[config.mk]
export PLATFORM = sky130hd
export DESIGN_NAME = call_stack_unit
export DESIGN_NICKNAME = d
export VERILOG_FILES = /design/src/rtl/cpu_pkg.sv /design/src/rtl/stack_regfile.sv /design/src/rtl/call_stack_unit.sv
export SDC_FILE = /design/constraint.sdc
export NUM_CORES = 1
export LEC_CHECK = 0
export ABC_AREA = 0
export CORE_MARGIN = 2
export CORE_UTILIZATION = 30
export CTS_BUF_LIST = sky130_fd_sc_hd__clkbuf_2 sky130_fd_sc_hd__clkbuf_4 sky130_fd_sc_hd__clkbuf_8
export CTS_CLUSTER_DIAMETER = 200
export DETAILED_ROUTE_END_ITERATION = 6
export PLACE_DENSITY = 0.49
export SLEW_MARGIN = 0
export SYNTH_ARGS = -nofsm -noshare
export SYNTH_HDL_FRONTEND = slang
export SYNTH_SLANG_ARGS = --single-unit
export TNS_END_PERCENT = 20
[constraint.sdc]
create_clock -name clk -period 3.33 [get_ports clk]
set_clock_uncertainty 0.15 [all_clocks]
set_input_delay 0.4995 -clock clk [delete_from_list [all_inputs] [get_ports clk]]
set_output_delay 0.4995 -clock clk [all_outputs]
set_load 0.05 [all_outputs]
[src/rtl/cpu_pkg.sv]
`default_nettype none
// ============================================================================
//  Module   : cpu_pkg
//  Purpose  : Processor-wide constants shared by the control unit, the call
//             stack and the writeback mux. Provides the machine word width,
//             the call-stack depth, the writeback-select codes and the
//             encoding of the stack operation formed from {push, pop}.
//  Ports    : none (package)
//  Revision : 1.0 - initial release
// ============================================================================
package cpu_pkg;

   localparam int WORD_W      = 16;
   localparam int STACK_DEPTH = 16;

   // Writeback-select codes for the destination-data mux
   localparam logic [1:0] WB_ALU   = 2'b00;
   localparam logic [1:0] WB_MEM   = 2'b01;
   localparam logic [1:0] WB_STACK = 2'b10;

   // Stack operation, encoded directly as {push, pop}
   typedef enum logic [1:0] {
      OP_HOLD = 2'b00,
      OP_POP  = 2'b01,
      OP_PUSH = 2'b10,
      OP_REPL = 2'b11
   } stack_op_e;

endpackage : cpu_pkg
`default_nettype wire

[src/rtl/stack_regfile.sv]
`default_nettype none
// ============================================================================
//  Module   : stack_regfile
//  Purpose  : DEPTH x WIDTH storage array for the call stack. One synchronous
//             write port and one asynchronous read port. The array is not
//             reset: its contents are only meaningful below the live count.
//  Ports    : clk      - system clock
//             i_we     - write enable
//             i_waddr  - write address
//             i_wdata  - write data
//             i_raddr  - read address
//             o_rdata  - read data (combinational from i_raddr)
//  Revision : 1.0 - initial release
// ============================================================================
module stack_regfile
   import cpu_pkg::*;
#(
   parameter int WIDTH = WORD_W,
   parameter int DEPTH = STACK_DEPTH,
   parameter int AW    = $clog2(DEPTH)
) (
   input  logic             clk,
   input  logic             i_we,
   input  logic [AW-1:0]    i_waddr,
   input  logic [WIDTH-1:0] i_wdata,
   input  logic [AW-1:0]    i_raddr,
   output logic [WIDTH-1:0] o_rdata
);

   logic [WIDTH-1:0] r_mem [DEPTH];

   always_ff @(posedge clk) begin
      if (i_we) begin
         r_mem[i_waddr] <= i_wdata;
      end
   end

   assign o_rdata = r_mem[i_raddr];

endmodule : stack_regfile
`default_nettype wire

[src/rtl/call_stack_unit.sv]
`default_nettype none
// ============================================================================
//  Module   : call_stack_unit
//  Purpose  : Hardware LIFO for CALL/RET return addresses and PUSH/POP
//             operands. The registered top-of-stack feeds the writeback mux
//             (select WB_STACK) one cycle after the strobe.
//  Ports    : clk          - system clock, rising edge
//             rst_n        - asynchronous active-low reset
//             i_push       - push strobe
//             i_pop        - pop strobe (push+pop replaces the top entry)
//             i_push_data  - value to push
//             i_clr_err    - clears the sticky overflow/underflow flags
//             o_stack_out  - registered top of stack, 0 when empty
//             o_count      - number of valid entries (0..DEPTH)
//             o_empty      - count == 0
//             o_full       - count == DEPTH
//             o_overflow   - sticky: push attempted while full
//             o_underflow  - sticky: pop attempted while empty
//  Revision : 1.0 - initial release
// ============================================================================
module call_stack_unit
   import cpu_pkg::*;
#(
   parameter int WIDTH = WORD_W,
   parameter int DEPTH = STACK_DEPTH,
   parameter int PTR_W = $clog2(DEPTH) + 1
) (
   input  logic             clk,
   input  logic             rst_n,
   input  logic             i_push,
   input  logic             i_pop,
   input  logic [WIDTH-1:0] i_push_data,
   input  logic             i_clr_err,
   output logic [WIDTH-1:0] o_stack_out,
   output logic [PTR_W-1:0] o_count,
   output logic             o_empty,
   output logic             o_full,
   output logic             o_overflow,
   output logic             o_underflow
);

   localparam int AW = PTR_W - 1;

   logic [PTR_W-1:0] r_count;
   logic [WIDTH-1:0] r_stack_out;
   logic             r_overflow;
   logic             r_underflow;

   stack_op_e        w_op;
   logic             w_empty;
   logic             w_full;
   logic [PTR_W-1:0] w_next_count;
   logic [WIDTH-1:0] w_next_out;
   logic             w_we;
   logic [AW-1:0]    w_waddr;
   logic [AW-1:0]    w_raddr;
   logic [WIDTH-1:0] w_rdata;
   logic             w_ov_set;
   logic             w_un_set;

   assign w_op    = stack_op_e'({i_push, i_pop});
   assign w_empty = (r_count == '0);
   assign w_full  = (r_count == PTR_W'(DEPTH));

   // Entry just below the current top: becomes the new top on a pop.
   // Wraps harmlessly when count < 2; that case drives 0 instead.
   assign w_raddr = r_count[AW-1:0] - AW'(2);

   stack_regfile #(
      .WIDTH (WIDTH),
      .DEPTH (DEPTH),
      .AW    (AW)
   ) u_regfile (
      .clk     (clk),
      .i_we    (w_we),
      .i_waddr (w_waddr),
      .i_wdata (i_push_data),
      .i_raddr (w_raddr),
      .o_rdata (w_rdata)
   );

   always_comb begin
      w_next_count = r_count;
      w_next_out   = r_stack_out;
      w_we         = 1'b0;
      w_waddr      = r_count[AW-1:0];
      w_ov_set     = 1'b0;
      w_un_set     = 1'b0;
      case (w_op)
         OP_PUSH: begin
            if (w_full) begin
               w_ov_set = 1'b1;
            end else begin
               w_we         = 1'b1;
               w_next_count = r_count + PTR_W'(1);
               w_next_out   = i_push_data;
            end
         end
         OP_POP: begin
            if (w_empty) begin
               w_un_set = 1'b1;
            end else begin
               w_next_count = r_count - PTR_W'(1);
               w_next_out   = (r_count >= PTR_W'(2)) ? w_rdata : '0;
            end
         end
         OP_REPL: begin
            // Replace the top in place; on an empty stack it degrades to a
            // plain push into entry 0 and flags the missing pop.
            w_we       = 1'b1;
            w_next_out = i_push_data;
            if (w_empty) begin
               w_un_set     = 1'b1;
               w_next_count = PTR_W'(1);
            end else begin
               w_waddr = r_count[AW-1:0] - AW'(1);
            end
         end
         default: ;
      endcase
   end

   always_ff @(posedge clk or negedge rst_n) begin
      if (!rst_n) begin
         r_count     <= '0;
         r_stack_out <= '0;
         r_overflow  <= 1'b0;
         r_underflow <= 1'b0;
      end else begin
         r_count     <= w_next_count;
         r_stack_out <= w_next_out;
         // A new error on the same edge as the clear wins
         r_overflow  <= (r_overflow  & ~i_clr_err) | w_ov_set;
         r_underflow <= (r_underflow & ~i_clr_err) | w_un_set;
      end
   end

   assign o_stack_out = r_stack_out;
   assign o_count     = r_count;
   assign o_empty     = w_empty;
   assign o_full      = w_full;
   assign o_overflow  = r_overflow;
   assign o_underflow = r_underflow;

endmodule : call_stack_unit
`default_nettype wire

==> results.txt <==
The wire-length estimate of the detail-placed layout is around 17 mm. The worst register-to-register path begins at o_count[1]$_DFFE_PN0P_. The global-route wire length before repair came out at around 41 mm. For this run, the detailed router's first-pass iteration total came to 5. The synthesized area per cell is about 19 sq um.

The routed layout has 6020 vias. The post-cts repair resize count is 0. The setup slack on the worst flop-to-flop path came out at 0.35 ns. The largest net degree at the start of global routing came out at 73.

After floorplanning, the core was divided into around 70 placement rows. The die is just under 200 um tall. The static power due to leakage came out at 0.00455 uW. The worst path needs 2.98 ns of the cycle, external delays included.

The number of nets produced by synthesis is between 600 and 700. In this run the post-CTS setup repair buffer count came out at 0. For this run, the total global-route usage over all layers was measured as 14.5%. The total wirelength of the detailed-routed design came out at 27.5 mm. The worst-case headroom to the max-slew limit is between 20 and 25%. TritonCTS built the clock tree. The clock-pin slew of the registers on the worst-case setup and hold paths is 0.06 ns. The type of the worst setup path is register to register.

The share of final-layout standard cells stronger than drive strength 1 is about a third. The area enclosed by the die boundary came out at approximately 39000 sq um. The portion of the clock cycle consumed by the worst path in the final layout is approximately nine tenths.

Of the synthesized area, sequential elements account for ~73%. Dividing the detail-routed wire length by the instance count gives ~22 um. The worst reg-to-reg path cell count is 8.

The cts-stage hold buffer count came out at 0. Synthesis produced a netlist whose cell count is 594. The remaining global-route overflow is 0. The final setup TNS came out at 0 ns. The remaining antenna violation count is 0. The number of vias per cell after detailed routing came out at around 4.8.

The highest attainable clock frequency came out at approximately 340 MHz. The number of buffer cells added on primary ports came out at 45. The number of hold-slack violations in the final timing report is 0.

The delay of the slowest cell on the worst path is ~0.57 ns. The clock tree synthesis step divided the H-tree into 2 levels. The number of different library cells in the post-synthesis netlist is 45. The tree is rooted in a sky130_fd_sc_hd__clkbuf_8. Power comes to around 12000 uW. The number of top-level pins is 46. Synthesis inferred about 280 register bits.

The core area is between 30000 and 40000 sq um. The top fanout value on the critical path came out at 8. The signal arrival time at the worst endpoint came out at around 3.1 ns. The detailed router's first-iteration violation count is 528.

The library cells used most frequently in the layout, excluding fill and tap cells, are sky130_fd_sc_hd__edfxtp_1 (256), sky130_fd_sc_hd__mux4_2 (63), sky130_fd_sc_hd__nand2_1 (58). Data on the critical path is required at its endpoint by between 3 and 4 ns. The kind of end point of the critical path is a register. The final routed DRC violation total came out at 0. The worst setup path is launched from a register. IR analysis of the VDD net gives a maximum drop of approximately 0.45 mV. The final estimated routing congestion in global placement is 0.811. The clock network latency to the later pin of the worst-skew pair is 0.57 ns. The initial core utilization is 30.2%. The slew at the pin with the worst max-slew slack came out at roughly 1.2 ns.

The net count of the finished layout is 733. The number of global-route vias before repair came out at around 6500. The number of failing setup endpoints in the final timing report came out at 0. Walking the worst path, the cells encountered are inv_2 -> ha_1 -> or3b_1 -> o21ai_2 -> nor3_1 -> a31oi_1 -> nor2_2 -> buf_4. Leaving out fill and tap cells, the most frequent cell in the layout is sky130_fd_sc_hd__edfxtp_1. The number of pins with negative max-slew slack in the final report is 0. The CTS buffer count came out at between 40 and 50. Once placement finished, the instance area stood at roughly 13000 sq um.

The critical path ends at u_regfile.r_mem[2][15]$_DFFE_PP_. In this run the critical register-to-register path is captured at u_regfile.r_mem[2][15]$_DFFE_PP_. Yosys printed 0 warnings. Compared with the post-synthesis result, the final layout area differs by 21.7%. The buffer depth of the longest clock path came out at 3. The post-synthesis instance area came out at approximately 11000 sq um. The number of sinks on the clock net came out at ~280. Setup repair after global routing left no endpoint under its margin. From left edge to right edge, the die measures ~200 um. The total of max-cap violations is 0. Among all stages on the critical path, the largest delay is contributed by sky130_fd_sc_hd__a31oi_1. The initial antenna violation count came out at 1. The worst hold path belongs to the class primary input to async pin. The flow ran to the end, and the final reports show no timing, DRC or antenna violations.

Tracing the worst setup path back leads to its startpoint at o_count[1]$_DFFE_PN0P_. Once layout is done, the placed cells without fillers occupy roughly 14000 sq um. Power spread over the standard cell area amounts to 844 nW/um^2.
how the worst min path moves through the flow:
| stage | from | endpoint | slack, ns | depth (start not counted) |
|---|---|---|---|---|
| after floorplan | rst_n | o_count[0]$_DFFE_PN0P_ | 0.05 | 0 |
| after global placement | o_overflow$_DFF_PN0_ | o_overflow$_DFF_PN0_ | 0.37 | 2 |
| after detailed placement | o_underflow$_DFF_PN0_ | o_underflow$_DFF_PN0_ | 0.38 | 2 |
| after CTS | rst_n | o_count[4]$_DFFE_PN0P_ | 0.25 | 1 |
| after global routing | rst_n | o_count[4]$_DFFE_PN0P_ | 0.29 | 1 |
| final | rst_n | o_count[4]$_DFFE_PN0P_ | 0.26 | 1 |
synthesized netlist by cell type (all sizes together):
cell | count | share of area (%)
fa | 1 | 0.18
inv | 9 | 0.30
o211ai | 1 | 0.066
a21bo | 1 | 0.089
dfrtp | 23 | 5.1
clkbuf | 3 | 0.10
xnor2 | 4 | 0.31
a31oi | 6 | 0.33
o21ai | 8 | 0.39
a22oi | 2 | 0.13
a221oi | 14 | 1.8
a22o | 15 | 1.2
or3b | 1 | 0.078
edfxtp | 256 | 68
a21oi | 18 | 0.90
or4b | 1 | 0.089
mux2 | 3 | 0.30
or3 | 2 | 0.11
and2 | 1 | 0.055
nor2b | 4 | 0.22
nand4b | 1 | 0.078
a211oi | 1 | 0.066
a311oi | 1 | 0.078
buf | 30 | 1.9
nor3b | 1 | 0.11
o21ba | 1 | 0.089
nand3 | 6 | 0.27
ha | 8 | 0.89
and3 | 1 | 0.055
nand2b | 3 | 0.17
nand2 | 58 | 1.9
a21o | 2 | 0.13
nor4b | 1 | 0.13
nor2 | 36 | 1.2
nor3 | 5 | 0.22
mux2i | 2 | 0.18
mux4 | 64 | 13
metrics by stage:
stage / worst slack (ns) / util (%) / hold WS, ns / cells
after global routing: 0.228 / 36.8 / 0.293 / 1253
after global placement: 0.232 / 34.1 / 0.366 / 1164
final: 0.348 / 36.8 / 0.256 / 1253
after detailed placement: 0.147 / 34.1 / 0.376 / 1164
after floorplan: -0.0649 / - / 0.0539 / 594
after CTS: 0.242 / 36.8 / 0.246 / 1252
final cells by class:
cell class	instances	area, sq um
Sequential cell	279	8270
Multi-Input combinational cell	273	2900
Tap cell	511	639
Clock inverter	16	143
Fill cell	3488	23700
Clock buffer	72	853
Timing Repair Buffer	92	911
Antenna cell	1	2.50
Inverter	9	33.8
kinds of logic (layout without fill, tap and decap cells):
group	Yosys count	after routing	synth area share, %
AO/OA/AOI/OAI	70	70	5.18
XOR/XNOR	4	4	0.310
adder cells (fa/ha/maj)	9	9	1.06
buffers and inverters	42	189	2.30
flip-flops	279	279	73.2
multiplexers	69	69	13.3
other	0	1	0
AND/OR/NAND/NOR	121	121	4.71
flip-flops by register name, indices dropped and copies added, names as in the netlist:
register         cells
o_underflow          1
u_regfile.r_mem    256
o_overflow           1
o_count              5
o_stack_out         16
critical path: cells and delay by family, from the launching register on:
family	cells	cell delay [ns]
buf+inv	2	0.36
flops	1	0.49
compound gates	2	0.86
simple gates	3	0.66
fa+ha+maj	1	0.18
metal layers:
metal | track usage [%] | routed length, um | up-vias
met5 | 0 | 0 | -
met4 | 4.46 | 591 | 0
met3 | 2.98 | 1550 | 47
met2 | 23.5 | 13100 | 185
met1 | 19.7 | 12200 | 3159
li1 | - | - | 2629
where the power goes:
| part | internal [uW] | switching (uW) | leakage (uW) |
|---|---|---|---|
| Clock | 1800 | 1350 | 0.000530 |
| Sequential | 4270 | 180 | 0.00258 |
| Combinational | 1630 | 2370 | 0.00144 |
(Power assumes the default switching activity.)
